==> src/rtl/sync_level_filter.sv <==
// ---------------------------------------------------------------------------
// SyncLevelFilter (module sync_level_filter)
//
// Purpose:
//   Sits directly downstream of a two-flop synchronizer. It removes short
//   glitches from the synchronized level. A level change is accepted only
//   after FILT_CYCLES consecutive identical samples. The block then produces
//   a filtered level, single-cycle rise/fall pulses, a sticky event-pending
//   flag with acknowledge, and a saturating count of accepted rising edges.
//
// Parameters:
//   FILT_CYCLES  consecutive samples needed to accept a level change (1..255)
//   CNT_W        width of the rising-event counter (>= 1)
//
// Ports:
//   clk            in   single clock; all logic runs on its rising edge
//   rstn           in   asynchronous active-low reset, released on clk
//   din            in   synchronized level from the upstream synchronizer
//   clr_cnt        in   synchronous clear of evt_cnt_o and cnt_sat_o
//   evt_ack        in   synchronous clear of evt_pending_o
//   lvl_o          out  filtered level
//   rise_o         out  one-cycle pulse in the first cycle lvl_o reads 1
//   fall_o         out  one-cycle pulse in the first cycle lvl_o reads 0
//   evt_pending_o  out  sticky flag, set on any accepted edge
//   evt_cnt_o      out  saturating count of accepted rising edges
//   cnt_sat_o      out  sticky flag, set once the counter reaches all-ones
// ---------------------------------------------------------------------------
module sync_level_filter #(
    parameter int unsigned FILT_CYCLES = 4,
    parameter int unsigned CNT_W       = 8
) (
    input  logic             clk,
    input  logic             rstn,
    input  logic             din,
    input  logic             clr_cnt,
    input  logic             evt_ack,
    output logic             lvl_o,
    output logic             rise_o,
    output logic             fall_o,
    output logic             evt_pending_o,
    output logic [CNT_W-1:0] evt_cnt_o,
    output logic             cnt_sat_o
);

    // The filter counter must be able to hold FILT_CYCLES itself, because the
    // accept decision compares the incremented count against that value.
    localparam int unsigned        FCNT_W      = $clog2(FILT_CYCLES + 1);
    localparam logic [FCNT_W-1:0]  FCNT_TARGET = FCNT_W'(FILT_CYCLES);
    localparam logic [FCNT_W-1:0]  FCNT_ONE    = FCNT_W'(1);
    localparam logic [CNT_W-1:0]   CNT_MAX     = '1;
    localparam logic [CNT_W-1:0]   CNT_ONE     = CNT_W'(1);

    typedef enum logic [1:0] {
        STABLE_LO = 2'd0,
        CHK_HI    = 2'd1,
        STABLE_HI = 2'd2,
        CHK_LO    = 2'd3
    } state_t;

    state_t             r_state;
    state_t             w_nextState;
    logic [FCNT_W-1:0]  r_fcnt;
    logic [FCNT_W-1:0]  w_nextFcnt;
    logic [FCNT_W-1:0]  w_fcntInc;
    logic               w_riseSet;
    logic               w_fallSet;

    logic               r_lvl;
    logic               r_rise;
    logic               r_fall;
    logic               r_pending;
    logic [CNT_W-1:0]   r_cnt;
    logic [CNT_W-1:0]   w_cntInc;
    logic               r_sat;

    assign w_fcntInc = r_fcnt + FCNT_ONE;
    assign w_cntInc  = r_cnt + CNT_ONE;

    // State and filter-count register. Reset discards any partial filter
    // run, so a level already high at release is treated as a fresh edge.
    always_ff @(posedge clk or negedge rstn) begin
        if (!rstn) begin
            r_state <= STABLE_LO;
            r_fcnt  <= '0;
        end else begin
            r_state <= w_nextState;
            r_fcnt  <= w_nextFcnt;
        end
    end

    // Next-state logic. A stable state starts a check run on the first
    // opposite sample; a check state either aborts back to its stable state
    // (glitch rejected, no output change) or accepts once the run length
    // reaches FILT_CYCLES. Only an accepted change raises w_riseSet or
    // w_fallSet, so returning from a rejected check never produces a pulse.
    always_comb begin
        w_nextState = r_state;
        w_nextFcnt  = r_fcnt;
        w_riseSet   = 1'b0;
        w_fallSet   = 1'b0;
        case (r_state)
            STABLE_LO: begin
                if (din) begin
                    w_nextFcnt = FCNT_ONE;
                    if (FILT_CYCLES == 1) begin
                        w_nextState = STABLE_HI;
                        w_riseSet   = 1'b1;
                    end else begin
                        w_nextState = CHK_HI;
                    end
                end
            end
            CHK_HI: begin
                if (!din) begin
                    w_nextState = STABLE_LO;
                    w_nextFcnt  = '0;
                end else begin
                    w_nextFcnt = w_fcntInc;
                    if (w_fcntInc == FCNT_TARGET) begin
                        w_nextState = STABLE_HI;
                        w_riseSet   = 1'b1;
                    end
                end
            end
            STABLE_HI: begin
                if (!din) begin
                    w_nextFcnt = FCNT_ONE;
                    if (FILT_CYCLES == 1) begin
                        w_nextState = STABLE_LO;
                        w_fallSet   = 1'b1;
                    end else begin
                        w_nextState = CHK_LO;
                    end
                end
            end
            CHK_LO: begin
                if (din) begin
                    w_nextState = STABLE_HI;
                    w_nextFcnt  = '0;
                end else begin
                    w_nextFcnt = w_fcntInc;
                    if (w_fcntInc == FCNT_TARGET) begin
                        w_nextState = STABLE_LO;
                        w_fallSet   = 1'b1;
                    end
                end
            end
            default: begin
                w_nextState = STABLE_LO;
                w_nextFcnt  = '0;
            end
        endcase
    end

    // Registered level and edge pulses. They update on the same edge as the
    // accepting state transition, so lvl_o and its pulse appear together.
    // The two set terms come from mutually exclusive states and can never
    // be high at once.
    always_ff @(posedge clk or negedge rstn) begin
        if (!rstn) begin
            r_lvl  <= 1'b0;
            r_rise <= 1'b0;
            r_fall <= 1'b0;
        end else begin
            r_rise <= w_riseSet;
            r_fall <= w_fallSet;
            if (w_riseSet) begin
                r_lvl <= 1'b1;
            end else if (w_fallSet) begin
                r_lvl <= 1'b0;
            end
        end
    end

    // Saturating rising-event counter. A clear that coincides with a new
    // rising edge restarts the count at one, so that event is not lost. With
    // a one-bit counter, a count of one is already all-ones and therefore
    // saturated. Once at all-ones the count holds and the sticky flag stays
    // set until the next clear.
    always_ff @(posedge clk or negedge rstn) begin
        if (!rstn) begin
            r_cnt <= '0;
            r_sat <= 1'b0;
        end else if (clr_cnt) begin
            if (w_riseSet) begin
                r_cnt <= CNT_ONE;
                r_sat <= (CNT_W == 1);
            end else begin
                r_cnt <= '0;
                r_sat <= 1'b0;
            end
        end else if (w_riseSet && (r_cnt != CNT_MAX)) begin
            r_cnt <= w_cntInc;
            if (w_cntInc == CNT_MAX) begin
                r_sat <= 1'b1;
            end
        end
    end

    // Sticky event-pending flag. A new edge takes priority over an
    // acknowledge in the same cycle, so software never misses an event.
    always_ff @(posedge clk or negedge rstn) begin
        if (!rstn) begin
            r_pending <= 1'b0;
        end else if (w_riseSet || w_fallSet) begin
            r_pending <= 1'b1;
        end else if (evt_ack) begin
            r_pending <= 1'b0;
        end
    end

    assign lvl_o         = r_lvl;
    assign rise_o        = r_rise;
    assign fall_o        = r_fall;
    assign evt_pending_o = r_pending;
    assign evt_cnt_o     = r_cnt;
    assign cnt_sat_o     = r_sat;

endmodule

==> config.mk <==
export PLATFORM = sky130hd
export DESIGN_NAME = sync_level_filter
export DESIGN_NICKNAME = d
export VERILOG_FILES = /design/src/rtl/sync_level_filter.sv
export SDC_FILE = /design/constraint.sdc
export NUM_CORES = 1
export LEC_CHECK = 0
export CORE_MARGIN = 2
export CORE_UTILIZATION = 46
export DETAILED_ROUTE_END_ITERATION = 8
export PLACE_DENSITY = 0.74
export SETUP_SLACK_MARGIN = 0.2
export SYNTH_ARGS = -nofsm -noshare
export SYNTH_HDL_FRONTEND = slang
export SYNTH_SLANG_ARGS = --single-unit
==> constraint.sdc <==
create_clock -name clk -period 6 [get_ports clk]
set_clock_uncertainty 0.15 [all_clocks]
set_input_delay 1.8 -clock clk [delete_from_list [all_inputs] [get_ports clk]]
set_output_delay 1.8 -clock clk [all_outputs]
set_load 0.005 [all_outputs]
==> results.cfg, run 1 <==
[floorplan]
fp.dieH_um = 49.7
io-pin-count = 18
rows = 16
core_area_um2 = 1960
dieArea_um2 = 2470
start_util_pct = 49.0
die_w_um = 49.7

[setup_path]
critPathLaunch = din
path_max_fanout = 6
critPathLaunchType = input port
reg2reg_from = r_fcnt[0]
cp_data_required_time_ns = 6.08
cp_data_arrival_time_ns = 3.49
path_class = input port to register
endpoint_kind = register

[final_layout]
antennaDiodeCount = 0
multi_input_comb_area_um2 = 474
final_cells = 139
num-nets-final = 122
fillers = 197
postLayoutCellArea_um2 = 1180
drive_above_1_share_pct = 7.14
syn2layout_area_growth_pct = 23.3
ff_latch_area_um2 = 450

[cts]
postCtsHoldBufs = 0
cts_tree = yes
numCtsBuffers = 3
cts_buffer_depth = 2
clk_latency_ns = 0.30
cts_root_buffer = clkbuf_4
cts.clk_slew.worst_paths_ns = 0.11
clock-sinks = 18
h-tree-depth = 1
cts_setup_buffers = 0
post_cts_resized = 0

[power]
power_w = 0.000307
p_per_area_nw_per_um2 = 259
leakagePower_nw = 0.471
ir_worst_vdd_uv = 181

[timing]
max_freq_mhz = 294
finalSetupViolCount = 0
rsz0062_at_grt = no
fin_crit_sh_pct = 56.8
drv_slew = 0
tightest_slew_ns = 0.774
hold_viol_final = 0
fin_tns_setup_ns = 0
max_slew_margin_pct = 48.2
fin_crit_ns = 3.41

[synthesis]
async_reset_ff_share_pct = 100
synth_edf_count = 0
synth_seq_cells = 18
synth_nets = 104
ys_warn_count = 0
synth_ff_type = dfrtp_1
synth.distinct_cells = 35
yosys-top-cells-area = dfrtp_1 (47%), ha_1 (5.2%), a21oi_1 (3.1%)
yosys.area.top_type = dfrtp_1
post_synth_most_frequent_cells = dfrtp_1 (18), nor2_1 (8), a21oi_1 (6), o21ai_0 (6), nand2_1 (5)
synth_area_um2 = 961
synth_top_area_share_pct = 46.9
ys_seq_area_share_pct = 46.9
synth.most_common_cell = dfrtp_1
synthCells = 95
avgSynthCellArea_um2 = 10.1

[place]
hpwl_um = 1330
numPortBuffers = 17
dpl.cell_count = 135
placed_area_um2 = 1150
gp_congestion = 0.789

[routing]
dr.pass1.iters = 4
wl_um = 1880
via_count = 803
drc = 0
wl_per_cell_um = 13.5
first_iter_violations = 11
postRouteAntennaNets = 0
vias_per_cell = 5.78

[status]
status = finished, final reports clean

[global_route]
grt_pass1_vias = 717
grt_pass1_wl_um = 3230
grt_overflow = 0
track_usage_pct = 17.3
antenna_found_initial = 0
grt_max_degree = 19

[flow_run]
max_cap_violations = 0

[min_path]
hold_class = register to register
min_from = r_fcnt[0]
through the flow:
stage / setup WS (ns) / util [%] / hold slack (ns)
2_1_floorplan: 3.05 / - / 0.300
3_3_place_gp: 2.35 / 58.5 / 0.316
3_5_place_dp: 2.28 / 58.5 / 0.322
4_1_cts: 2.60 / 60.4 / 0.342
5_1_grt: 2.49 / 60.4 / 0.356
6_report: 2.59 / 60.4 / 0.342
registers in the layout (all words and copies together) (netlist names), named ones only:
register,count
r_state,1
evt_cnt_o,8
cnt_sat_o,1
rise_o,1
evt_pending_o,1
fall_o,1
r_fcnt,3
lvl_o,1
per-layer routing:
| layer | wire (um) | global-route usage [%] |
|---|---|---|
| met5 | 0 | 0 |
| met4 | 92 | 12.5 |
| met3 | 85 | 3.33 |
| met2 | 872 | 24.9 |
| met1 | 828 | 23.1 |
critical path: stages:
cell	delay [ns]
clkdlybuf4s50_1	0.62
nand4b_4	0.20
clkinv_4	0.11
nand3_4	0.08
or4_1	0.52
a21oi_1	0.15
placed cells by master, fill, tap and decap left out, types with 3 or more instances in the layout:
master           count
a21oi_1              6
clkdlybuf4s50_1     17
o21ai_0              6
inv_1                3
a211oi_1             3
o31ai_1              3
clkbuf_4             3
nand2_1              5
ha_1                 4
nand2b_1             4
nand3_1              3
dfrtp_1             18
nor2_1               8
power breakdown:
group | switching [W] | total [W] | internal (W)
clock network | 0.0000390 | 0.0000760 | 0.0000370
logic | 0.0000320 | 0.0000686 | 0.0000366
registers | 0.0000219 | 0.000162 | 0.000140
total | 0.0000930 | 0.000307 | 0.000214
path summary, 6_finish.rpt:
path                                endpoint  slack, ns  depth (start not counted)
worst max-delay path            evt_cnt_o[7]       2.59                          6
worst min-delay path               r_fcnt[0]       0.34                          1
worst max register to register  evt_cnt_o[7]       3.92                          7
worst min register to register     r_fcnt[0]       0.34                          1
max in group asynchronous             fall_o       3.42                          1
min in group asynchronous             rise_o       1.79                          1
logic make-up (layout without fill, tap and decap cells):
logic type      count (synthesis)  in the layout  share of synthesized area [%]
compound gates                 25             25                           16.7
buf+inv                         8             25                           3.78
mux                             1              1                           1.17
fa+ha+maj                       4              4                           5.21
xor+xnor                        4              4                           3.65
flops                          18             18                           46.9
simple gates                   35             35                           22.7
area by class of cell:
| cell class | count | area share, % |
|---|---|---|
| Multi-Input combinational cell | 69 | 40.0 |
| Timing Repair Buffer | 17 | 14.4 |
| Sequential cell | 18 | 38.0 |
| Clock buffer | 4 | 3.06 |
| Inverter | 4 | 1.69 |
| Tap cell | 27 | 2.85 |
No activity file was read; power rests on OpenSTA's default activity.
==> run 2, diff against run 1 <==
--- a/config.mk
+++ b/config.mk
@@ -6,9 +6,9 @@
 export NUM_CORES = 1
 export LEC_CHECK = 0
 export CORE_MARGIN = 2
-export CORE_UTILIZATION = 46
+export CORE_UTILIZATION = 45
 export DETAILED_ROUTE_END_ITERATION = 8
-export PLACE_DENSITY = 0.74
+export PLACE_DENSITY = 0.75
 export SETUP_SLACK_MARGIN = 0.2
 export SYNTH_ARGS = -nofsm -noshare
 export SYNTH_HDL_FRONTEND = slang
==> constraint.sdc (replaced) <==
create_clock -name clk -period 2.7 [get_ports clk]
set_clock_uncertainty 0.15 [all_clocks]
set_input_delay 0.81 -clock clk [delete_from_list [all_inputs] [get_ports clk]]
set_output_delay 0.81 -clock clk [all_outputs]
set_load 0.005 [all_outputs]
==> run 2 against run 1 <==
Cell area rose by 1.9%; setup slack got worse by 2.3 ns; total power rose by 120%; critical path type is now register to output pin; critical endpoint is now evt_cnt_o[7].
==> results.cfg, run 2 (synthesis results as in run 1) <==
[status]
status = finished, final reports clean

[setup_path]
crit_family = buffers and inverters
endpoint = evt_cnt_o[7]
critPathLaunch = evt_cnt_o[7]
max_stage_delay_ns = 0.56
slowest_stage = clkdlybuf4s50_1
path_cells = clkdlybuf4s50_1
critPathLaunchType = register
endpoint_kind = output pin
reg2reg_to = evt_cnt_o[7]
path_class = register to output pin
reg2reg_slack_ns = 0.63
worstPathBufferInverterCount = 1
path_depth = 1
cp_data_arrival_time_ns = 1.40
r2r.worst_path.cells = 7
cp_data_required_time_ns = 1.74
reg2reg_from = r_fcnt[0]
path_max_fanout = 10

[floorplan]
fp.dieH_um = 50.2
start_util_pct = 48.5
dieArea_um2 = 2520
rows = 16
die_w_um = 50.2
core_area_um2 = 1980
io-pin-count = 18

[global_route]
grt_pass1_vias = 770
grt_pass1_wl_um = 3370
track_usage_pct = 17.3
grt_overflow = 0
grt_max_degree = 19
antenna_found_initial = 0

[final_layout]
post-route-util_pct = 60.9
drive_above_1_share_pct = 9.57
num-nets-final = 125
fillers = 172
ff_latch_area_um2 = 450
mostFrequentLayoutCells = dfrtp_1 (18), clkdlybuf4s50_1 (17), nor2_1 (8)
antennaDiodeCount = 0
postLayoutCellArea_um2 = 1210
largest_reg_flops = 8
syn2layout_area_growth_pct = 25.7
final_common_cell = dfrtp_1
multi_input_comb_area_um2 = 474

[power]
power.net_switching_w = 0.000203
ir_worst_vdd_uv = 351
power_switching_share_pct = 29.8
power_w = 0.000682
leakagePower_nw = 0.486
seqPwrFrac_pct = 53.1
combPwrFrac_pct = 22.9
p_int_w = 0.000479
clockPowerShare_pct = 24.0
p_per_area_nw_per_um2 = 565

[timing]
fin_crit_sh_pct = 87.3
rsz0062_at_grt = no
fin_crit_ns = 2.36
max_slew_margin_pct = 71.3
tightest_slew_ns = 0.430
fin_tns_setup_ns = 0
fin_hold_ws_ns = 0.355
max_freq_mhz = 424
finalSetupViolCount = 0
hold_viol_final = 0
drv_slew = 0

[flow_run]
max_cap_violations = 0

[routing]
via_count = 819
wl_per_cell_um = 13.4
postRouteAntennaNets = 0
drc = 0
first_iter_violations = 17
wl_um = 1900
vias_per_cell = 5.77
dr.pass1.iters = 4

[place]
numPortBuffers = 17
hpwl_um = 1390
gp_congestion = 0.839
placed_area_um2 = 1170

[cts]
h-tree-depth = 1
clk_latency_ns = 0.29
post_cts_resized = 0
cts_root_buffer = clkbuf_4
postCtsHoldBufs = 0
cts_tree = yes
clock-sinks = 18
cts_setup_buffers = 0
cts.clk_slew.worst_paths_ns = 0.10
numCtsBuffers = 3
cts_buffer_depth = 2

[min_path]
hold_class = register to register
==> run 2: cell types whose count changed in the layout (fill, tap and decap cells not counted) <==
cell | before | now
buf_4 | 0 | 3
==> run 2: layer usage <==
metal	up-vias	track usage [%]	wire, um
li1	386	-	-
met1	390	22.9	782
met2	38	27.0	963
met3	5	3.87	125
met4	0	8.33	29
met5	-	0	0
==> run 2: final cells by class <==
class	instances	area share, %
clock buffers	4	3.01
inverters	4	1.66
multi-input cells	69	39.3
flip-flops and latches	18	37.3
well taps	27	2.80
repair buffers	20	16.0
==> run 2: power by group through the flow <==
stage / clock network, W / registers (W) / logic (W)
global placement: 0 / 0.000363 / 0.000152
CTS: 0.000169 / 0.000362 / 0.000160
detailed placement: 0 / 0.000366 / 0.000160
floorplan: 0 / 0.000342 / 0.000124
finish: 0.000164 / 0.000362 / 0.000156
global route: 0.000182 / 0.000368 / 0.000181
==> run 2: worst min path at each step <==
stage | start | to | cells past startpoint
6_report | r_fcnt[0] | r_fcnt[0] | 1
5_1_grt | r_fcnt[0] | r_fcnt[0] | 1
4_1_cts | cnt_sat_o | cnt_sat_o | 2
3_5_place_dp | cnt_sat_o | cnt_sat_o | 2
3_3_place_gp | r_fcnt[0] | r_fcnt[0] | 1
2_1_floorplan | r_fcnt[0] | r_fcnt[0] | 1
==> run 2: through the flow <==
stage               setup WS [ns]  std cells
floorplan                   0.738         95
global placement            0.145        138
detailed placement          0.110        138
CTS                         0.352        142
global route                0.292        142
finish                      0.343        142
==> run 3, diff against run 2 <==
--- a/config.mk
+++ b/config.mk
@@ -6,10 +6,11 @@
 export NUM_CORES = 1
 export LEC_CHECK = 0
 export CORE_MARGIN = 2
-export CORE_UTILIZATION = 45
+export CORE_UTILIZATION = 46
 export DETAILED_ROUTE_END_ITERATION = 8
-export PLACE_DENSITY = 0.75
+export PLACE_DENSITY = 0.74
 export SETUP_SLACK_MARGIN = 0.2
+export SLEW_MARGIN = 25
 export SYNTH_ARGS = -nofsm -noshare
 export SYNTH_HDL_FRONTEND = slang
 export SYNTH_SLANG_ARGS = --single-unit
==> constraint.sdc (replaced) <==
create_clock -name clk -period 2.5 [get_ports clk]
set_clock_uncertainty 0.15 [all_clocks]
set_input_delay 0.75 -clock clk [delete_from_list [all_inputs] [get_ports clk]]
set_output_delay 0.75 -clock clk [all_outputs]
set_load 0.005 [all_outputs]
==> run 3 against run 2 <==
Sequential cell count is the same; global-route usage fell by 0.20 points; worst hold slack got worse by 0.013 ns; sequential share of layout area grew 0.092 points; total power rose by 8.6%; cell count rose by 0.70%; register-to-register slack got worse by 0.12 ns; critical path depth stayed put; utilization grew 1.3 points; setup slack lost 0.066 ns; clock-buffer cell count is the same; largest power group unchanged.
==> results.cfg, run 3 (synthesis results as in run 1) <==
[min_path]
hold_depth = 1
hold_class = register to register

[timing]
hold_viol_final = 0
max_freq_mhz = 450
drv_slew = 0
max_slew_margin_pct = 71.5
fin_tns_setup_ns = 0
rsz0062_at_grt = no
finalWorstSetupSlack_ns = 0.278
fin_crit_ns = 2.22
tightest_slew_ns = 0.426
fin_crit_sh_pct = 88.9
finalSetupViolCount = 0

[routing]
drc = 0
wl_um = 1790
first_iter_violations = 9
wl_per_cell_um = 12.5
dr.pass1.iters = 4
via_count = 779
postRouteAntennaNets = 0
vias_per_cell = 5.45

[global_route]
grt_pass1_wl_um = 3210
grt_overflow = 0
antenna_found_initial = 0
grt_pass1_vias = 723
track_usage_pct = 17.2
grt_max_degree = 19

[cts]
clock-sinks = 18
cts_setup_buffers = 0
clk_latency_ns = 0.30
cts_buffer_depth = 2
postCtsHoldBufs = 0
numCtsBuffers = 3
h-tree-depth = 1
cts.clk_slew.worst_paths_ns = 0.11
cts_tree = yes
cts_root_buffer = clkbuf_4

[floorplan]
rows = 16
start_util_pct = 49.0
die_w_um = 49.7
io-pin-count = 18
core_area_um2 = 1960
fp.dieH_um = 49.7
dieArea_um2 = 2470

[setup_path]
crit_family = buffers and inverters
slowest_stage = clkdlybuf4s50_1
cp_data_arrival_time_ns = 1.32
endpoint_kind = output pin
reg2reg_slack_ns = 0.51
path_class = register to output pin
r2r.worst_path.cells = 7
path_depth = 1
cp_data_required_time_ns = 1.60
path_max_fanout = 7
path_cells = clkdlybuf4s50_1
worstPathBufferInverterCount = 1
critPathLaunchType = register
max_stage_delay_ns = 0.54

[place]
gp_congestion = 0.824
hpwl_um = 1340
numPortBuffers = 17
place_ws_ns = 0.0113

[final_layout]
largest_reg_flops = 8
drive_above_1_share_pct = 14.7
num-nets-final = 126
mostFrequentLayoutCells = clkdlybuf4s50_1 (17), dfrtp_1 (13), nor2_1 (8)
antennaDiodeCount = 0
final_common_cell = clkdlybuf4s50_1
fillers = 172
syn2layout_area_growth_pct = 27.1

[power]
leakagePower_nw = 0.482
power_w = 0.000740
ir_worst_vdd_uv = 543
p_per_area_nw_per_um2 = 606

[flow_run]
max_cap_violations = 0

[status]
status = finished, final reports clean
[run 3: final timing paths]
path,startpoint,endpoint
setup / recovery,evt_cnt_o[6],evt_cnt_o[6]
max in group asynchronous,rstn,evt_cnt_o[2]
hold / removal,r_fcnt[0],r_fcnt[0]
setup reg to reg,r_fcnt[0],evt_cnt_o[7]
min in group asynchronous,rstn,evt_cnt_o[4]
hold reg to reg,r_fcnt[0],r_fcnt[0]
[run 3: final cells by class]
type,count,area (um^2),area share (%)
multi-input cells,69,474,38.8
flip-flops and latches,18,457,37.4
repair buffers,21,200,16.4
clock buffers,4,36.3,2.97
well taps,27,33.8,2.77
inverters,4,20.0,1.64
[run 3: what timing repair did]
action	in CTS	in global routing
setup endpoints to repair	0	5
endpoints found under the hold margin	0	0
resized for setup	0	5
[run 3: layer usage]
| layer | part of all wire, % | wire [um] | track usage, % | vias up |
|---|---|---|---|---|
| met4 | 1.5 | 27 | 8.33 | 0 |
| met1 | 48 | 865 | 22.2 | 368 |
| met5 | 0 | 0 | 0 | - |
| li1 | - | - | - | 389 |
| met3 | 4.7 | 84 | 3.94 | 4 |
| met2 | 45 | 809 | 26.9 | 18 |
[run 3: per-stage QoR]
stage	hold slack [ns]	area, um^2	utilization, %	cells
finish	0.342	1220	62.2	143
global route	0.374	1220	62.2	143
CTS	0.350	1210	61.9	143
detailed placement	0.336	1180	60.1	139
global placement	0.323	1180	60.1	139
floorplan	0.300	961	-	95
[run 3: report_power, final]
part / switching (W) / total (W) / internal (W)
combinational: 0.0000754 / 0.000167 / 0.0000920
clock: 0.0000957 / 0.000185 / 0.0000888
sequential: 0.0000516 / 0.000388 / 0.000337
total: 0.000223 / 0.000740 / 0.000518
